File: src/rtl/wide_add_sequencer_if.sv
// wide_add_sequencer_if: operand/result handshake bundle for wide_add_sequencer.
interface wide_add_sequencer_if #(parameter int NBYTES = 4);
    logic                  in_valid;
    logic                  in_ready;
    logic [8*NBYTES-1:0]   a_in;
    logic [8*NBYTES-1:0]   b_in;
    logic                  cin;
    logic                  sub;
    logic                  out_valid;
    logic                  out_ready;
    logic [8*NBYTES-1:0]   sum_out;
    logic                  cout;
    logic                  ovf;
    logic                  busy;
    modport master (
        output in_valid, a_in, b_in, cin, sub, out_ready,
        input  in_ready, out_valid, sum_out, cout, ovf, busy
    );
    modport slave (
        input  in_valid, a_in, b_in, cin, sub, out_ready,
        output in_ready, out_valid, sum_out, cout, ovf, busy
    );
endinterface

File: src/rtl/wide_add_sequencer.sv
// wide_add_sequencer: byte-serial NBYTES-wide adder reusing one 8-bit carry-select adder.
// Define SEQ_ADD_SUB_EN to enable subtraction (A + ~B + 1) via the sub input.
module CSelectAdder_8bit (
    input  logic [7:0] a,
    input  logic [7:0] b,
    input  logic       cin,
    output logic [7:0] sum,
    output logic       cout
);
    logic [4:0] lo, hi0, hi1;
    assign lo  = {1'b0, a[3:0]} + {1'b0, b[3:0]} + {4'b0, cin};
    // upper nibble precomputed for both carries, low-nibble carry picks one
    assign hi0 = {1'b0, a[7:4]} + {1'b0, b[7:4]};
    assign hi1 = hi0 + 5'd1;
    assign {cout, sum[7:4]} = lo[4] ? hi1 : hi0;
    assign sum[3:0] = lo[3:0];
endmodule

module wide_add_sequencer #(parameter int NBYTES = 4) (
    input logic clk,
    input logic rst_n,
    wide_add_sequencer_if.slave bus
);
    localparam int W  = 8 * NBYTES;
    localparam int IW = $clog2(NBYTES) + 1;
    localparam logic [IW-1:0] LAST = IW'(NBYTES - 1);
    typedef enum logic [1:0] {IDLE, RUN, DONE} state_t;
    state_t state, next_state;
    logic [W-1:0]  a_reg, b_reg, b_eff, sum_reg;
    logic [IW-1:0] idx;
    logic          carry, cout_reg, ovf_reg, init_carry, accept, last;
    logic [7:0]    add_sum;
    logic          add_cout;
    assign accept = state == IDLE && bus.in_valid;
    assign last   = idx == LAST;
`ifdef SEQ_ADD_SUB_EN
    logic sub_reg;
    always_ff @(posedge clk or negedge rst_n)
        if (!rst_n) sub_reg <= 1'b0;
        else if (accept) sub_reg <= bus.sub;
    // the +1 of two's-complement negation enters as the initial carry
    assign b_eff      = sub_reg ? ~b_reg : b_reg;
    assign init_carry = bus.sub | bus.cin;
`else
    assign b_eff      = b_reg;
    assign init_carry = bus.cin;
`endif
    CSelectAdder_8bit u_add (
        .a    (a_reg[{idx, 3'b000} +: 8]),
        .b    (b_eff[{idx, 3'b000} +: 8]),
        .cin  (carry),
        .sum  (add_sum),
        .cout (add_cout)
    );
    always_ff @(posedge clk or negedge rst_n)
        if (!rst_n) state <= IDLE;
        else state <= next_state;
    always_comb begin
        next_state = state;
        case (state)
            IDLE:    next_state = bus.in_valid ? RUN : IDLE;
            RUN:     next_state = last ? DONE : RUN;
            DONE:    next_state = bus.out_ready ? IDLE : DONE;
            default: next_state = IDLE;
        endcase
    end
    always_comb begin
        bus.in_ready  = state == IDLE;
        bus.out_valid = state == DONE;
        bus.busy      = state != IDLE;
    end
    always_ff @(posedge clk or negedge rst_n)
        if (!rst_n) begin
            a_reg    <= '0;
            b_reg    <= '0;
            sum_reg  <= '0;
            idx      <= '0;
            carry    <= 1'b0;
            cout_reg <= 1'b0;
            ovf_reg  <= 1'b0;
        end else if (accept) begin
            a_reg <= bus.a_in;
            b_reg <= bus.b_in;
            idx   <= '0;
            carry <= init_carry;
        end else if (state == RUN) begin
            sum_reg[{idx, 3'b000} +: 8] <= add_sum;
            carry <= add_cout;
            if (last) begin
                cout_reg <= add_cout;
                ovf_reg  <= (a_reg[W-1] == b_eff[W-1]) && (add_sum[7] != a_reg[W-1]);
            end else begin
                idx <= idx + 1'b1;
            end
        end
    assign bus.sum_out = sum_reg;
    assign bus.cout    = cout_reg;
    assign bus.ovf     = ovf_reg;
endmodule
File: src/flat_wrapper.sv
// flat-port wrapper written by rule: the top's interface ports become plain ports
module wide_add_sequencer_flat 
#(parameter int NBYTES = 4)
  (clk, rst_n, bus_in_valid, bus_a_in, bus_b_in, bus_cin, bus_sub, bus_out_ready, bus_in_ready, bus_out_valid, bus_sum_out, bus_cout, bus_ovf, bus_busy);
  wide_add_sequencer_if #(.NBYTES(NBYTES)) bus_i ();
  input logic clk;
  input logic rst_n;
  input wire logic [$bits(bus_i.in_valid)-1:0] bus_in_valid;
  input wire logic [$bits(bus_i.a_in)-1:0] bus_a_in;
  input wire logic [$bits(bus_i.b_in)-1:0] bus_b_in;
  input wire logic [$bits(bus_i.cin)-1:0] bus_cin;
  input wire logic [$bits(bus_i.sub)-1:0] bus_sub;
  input wire logic [$bits(bus_i.out_ready)-1:0] bus_out_ready;
  output wire logic [$bits(bus_i.in_ready)-1:0] bus_in_ready;
  output wire logic [$bits(bus_i.out_valid)-1:0] bus_out_valid;
  output wire logic [$bits(bus_i.sum_out)-1:0] bus_sum_out;
  output wire logic [$bits(bus_i.cout)-1:0] bus_cout;
  output wire logic [$bits(bus_i.ovf)-1:0] bus_ovf;
  output wire logic [$bits(bus_i.busy)-1:0] bus_busy;
  assign bus_i.in_valid = bus_in_valid;
  assign bus_i.a_in = bus_a_in;
  assign bus_i.b_in = bus_b_in;
  assign bus_i.cin = bus_cin;
  assign bus_i.sub = bus_sub;
  assign bus_i.out_ready = bus_out_ready;
  assign bus_in_ready = bus_i.in_ready;
  assign bus_out_valid = bus_i.out_valid;
  assign bus_sum_out = bus_i.sum_out;
  assign bus_cout = bus_i.cout;
  assign bus_ovf = bus_i.ovf;
  assign bus_busy = bus_i.busy;
  wide_add_sequencer #(.NBYTES(NBYTES)) u_core (.clk(clk), .rst_n(rst_n), .bus(bus_i));
endmodule
File: config.mk
export PLATFORM = sky130hd
export DESIGN_NAME = wide_add_sequencer_flat
export DESIGN_NICKNAME = d
export VERILOG_FILES = /design/src/rtl/wide_add_sequencer_if.sv /design/src/rtl/wide_add_sequencer.sv /design/src/flat_wrapper.sv
export SDC_FILE = /design/constraint.sdc
export NUM_CORES = 1
export LEC_CHECK = 0
export CAP_MARGIN = 20
export CORE_MARGIN = 4
export CORE_UTILIZATION = 50
export CTS_CLUSTER_DIAMETER = 120
export CTS_CLUSTER_SIZE = 28
export DETAILED_ROUTE_END_ITERATION = 8
export HOLD_SLACK_MARGIN = 0.12
export PLACE_DENSITY = 0.79
export SYNTH_ARGS = -nofsm -noshare
export SYNTH_HDL_FRONTEND = slang
export SYNTH_SLANG_ARGS = --single-unit
File: constraint.sdc
create_clock -name clk -period 4.05 [get_ports clk]
set_clock_uncertainty 0.1 [all_clocks]
set_input_delay 0.81 -clock clk [delete_from_list [all_inputs] [get_ports clk]]
set_output_delay 0.81 -clock clk [all_outputs]
set_load 0.01 [all_outputs]
==> results by group <==
Outcome
  • Outcome: completed

Clock tree
  • Num CTS Buffers: 9
  • Clk buf depth: 2
  • Hold Buf Count CTS: 0
  • Sink Count: about 100
  • CTS H-tree depth: 3
  • CTS tree: done
  • Root buffer cell: clkbuf_8
  • Setup bufs post-CTS: 0
  • Clock slew at reported path FFs: 0.10 ns
  • Resized cells post-CTS: 0
  • Clk Latency, worst-skew pair: 0.36 ns

Finish
  • Nets: between 500 and 600
  • Area of the multi-input gates: around 0.0021 mm²
  • Most frequent cells in the layout: 104 x clkdlybuf4s50_1, 104 x dfrtp_1, 72 x mux2_2
  • Area delta synth->final: 28.8%
  • Share of cells above drive strength 1: 23.7%
  • Antenna Cells: 0
  • Reg area: roughly 0.0026 mm²
  • FILL cells: between 700 and 800
  • Post-Route Utilization: 67.2%

Floorplanning
  • Die Width: 107 µm
  • Row count: 35
  • Core area: 0.00937 mm²
  • Initial core utilization: between 50% and 60%
  • Die footprint: roughly 0.011 mm²
  • # IOs: approximately 110
  • DIE HEIGHT: about 110 µm

STA
  • Final setup viols: 0
  • Worst slew pin tran: 0.956 ns
  • Fin. Hold Viols: 0
  • Worst slew margin: 36.2%
  • Crit path time final: 3.60 ns
  • Fmax: 278 MHz
  • Max Slew Vio Count: 0
  • Setup TNS: 0 ns
  • RSZ-0062 raised after global routing: false
  • Final period util: 88.9%

Detailed routing
  • Iteration-0 DRC Markers: between 90 and 100
  • DR DRC count: 0
  • 1st-pass router iterations: 4
  • Vias: 3263
  • WL final: 10200 µm
  • Final ANT Viol Nets: 0
  • Via-to-Cell Ratio: 5.31
  • Routed WL per cell: 16.7 µm

Global routing
  • Global Route Usage Sum: 18.8%
  • Largest net degree at the start of global routing: 91
  • Antenna violations before repair: 0
  • GRT overflow: 0
  • Global-route wire length before repair: between 15000 and 20000 µm
  • Number of global-route vias before repair: 3401

Logic synthesis
  • Post-synthesis async set-or-reset flop share: 100%
  • Post-Synth Simple-Gate Area: under 10%
  • Post-synthesis compound-gate area fraction: 5.35%
  • Mux cell area share after synthesis: 23.9%
  • Register area share after synthesis: 53.2%
  • Synthesized area: 0.00489 mm²
  • Synth top area share: 53.2%
  • Synth cell types: 39
  • Flops & latches, synth: 104
  • Net Count, Synth: 461
  • Post-synth EDFFs: 0
  • Synth top area cells: dfrtp_1 53%, mux2_2 17%, mux4_2 6.4%
  • Synth warnings: 0
  • Synth Area per Inst: around 13 µm²
  • Synth area leader: dfrtp_1
  • Prevailing post-synth register cell: dfrtp_1
  • Xor-xnor portion of the synthesized cell area: 1.41%
  • Adder-Cell Fraction of Synth Area: 4.30%
  • Post-Syn Instances: ~380
  • Largest family of logic cells by synthesized area: multiplexers

Setup path
  • CP Data Required Time: 4.20 ns
  • Most frequent cell on the critical path: inv_1
  • Arr. time, crit path: 3.75 ns
  • Top cell family by delay on the critical path: adder cells
  • CP peak stage delay: ~0.55 ns
  • CP max-delay cell: dfrtp_1
  • CP Max Fanout: 16
  • WS Path Type: flip-flop to flip-flop
  • Worst path buffer plus inverter count: 4
  • CP endpoint kind: flip-flop
  • Type of origin of the critical path: flip-flop
  • Cells along the critical path: buf_4 -> mux4_2 -> and2_1 -> ha_1 -> inv_1 -> fa_1 -> inv_1 -> ha_1 -> inv_1 -> nor2_1 -> nor4b_1 -> xor2_1 -> o21ai_0

Place
  • Port Buffers: 105
  • Detailed Place HPWL: between 7000 and 8000 µm
  • RD Place Congestion: 0.799

Flow run
  • Max cap viols: 0

Hold path
  • Hold crit path type: input pin to async pin

Power
  • Final total power: 5.80 mW
  • Pwr Density: 921 mW/mm²
  • P_leak: 2.70 nW
  • Peak VDD IR: 0.000403 V
worst reg2reg max path, delay by kind of cell (launching register included):
kind	cells	cell delay [ns]
DFF	1	0.55
muxes	1	0.55
and+or+nand+nor	3	0.54
adders and majority gates	3	0.83
buffers and inverters	4	0.57
AOI/OAI and AO/OA	1	0.10
xor gates and xnor gates	1	0.24
Yosys cell counts (2+ instances only):
cell type,instances
buf_2,7
nand2_1,43
mux2i_1,3
nand2b_1,6
a21oi_1,8
a211oi_1,2
buf_4,5
nor2b_1,4
dfrtp_1,104
xor2_1,3
fa_1,3
o21ai_0,26
ha_1,12
mux4_2,14
a21o_1,2
nand3_1,2
xnor2_1,3
buf_1,2
and2_1,15
clkbuf_1,4
nand3b_1,2
mux2_2,72
inv_1,13
nor2_1,6
per-layer routing:
layer,global-route usage (%),wire [µm],up-vias
met3,4.33,600,21
met1,24.1,4260,1622
li1,-,-,1529
met4,7.49,242,0
met5,0,0,-
met2,31.0,5140,91
per-stage QoR:
step                setup slack [ns]  hold slack, ns  std cells  area [µm²]
CTS                            0.408           0.390        614        6270
finish                         0.449           0.277        615        6300
global placement               0.474           0.360        598        6070
global route                   0.138           0.302        615        6300
floorplan                      0.433           0.373        376        4890
detailed placement             0.410           0.369        598        6070
power breakdown:
part	leakage (nW)	internal [mW]	switching, mW
clock network	0.0977	0.309	0.361
registers	1.27	1.55	0.299
logic	1.33	1.66	1.63
total	2.70	3.51	2.29
kinds of logic after synthesis:
| group | Yosys count |
|---|---|
| buf+inv | 31 |
| compound gates | 44 |
| mux | 90 |
| xor+xnor | 7 |
| flops | 104 |
| simple gates | 85 |
| fa+ha+maj | 15 |
cell type report:
cell class                 instances  share of cell area [%]
multi-input combinational        241                    34.1
clock inverter                     5                    1.03
inverter                          13                   0.775
timing repair buffer             112                    18.0
clock buffer                      11                    2.24
sequential                       104                    41.3
tap                              129                    2.56
final timing paths:
kind / depth (start not counted) / endpoint / slack [ns] / from
worst max-delay path: 13 / u_core.bus.cout / 0.45 / u_core.idx[0]
worst min-delay path: 1 / u_core.bus.sum_out[30] / 0.28 / rst_n
worst max register to register: 13 / u_core.bus.cout / 0.45 / u_core.idx[0]
worst min register to register: 2 / u_core.bus.sum_out[6] / 0.38 / u_core.bus.sum_out[6]
max in group asynchronous: 3 / u_core.bus.sum_out[19] / 2.69 / rst_n
min in group clk: 2 / u_core.bus.sum_out[6] / 0.38 / u_core.bus.sum_out[6]
(Power assumes the default switching activity.)
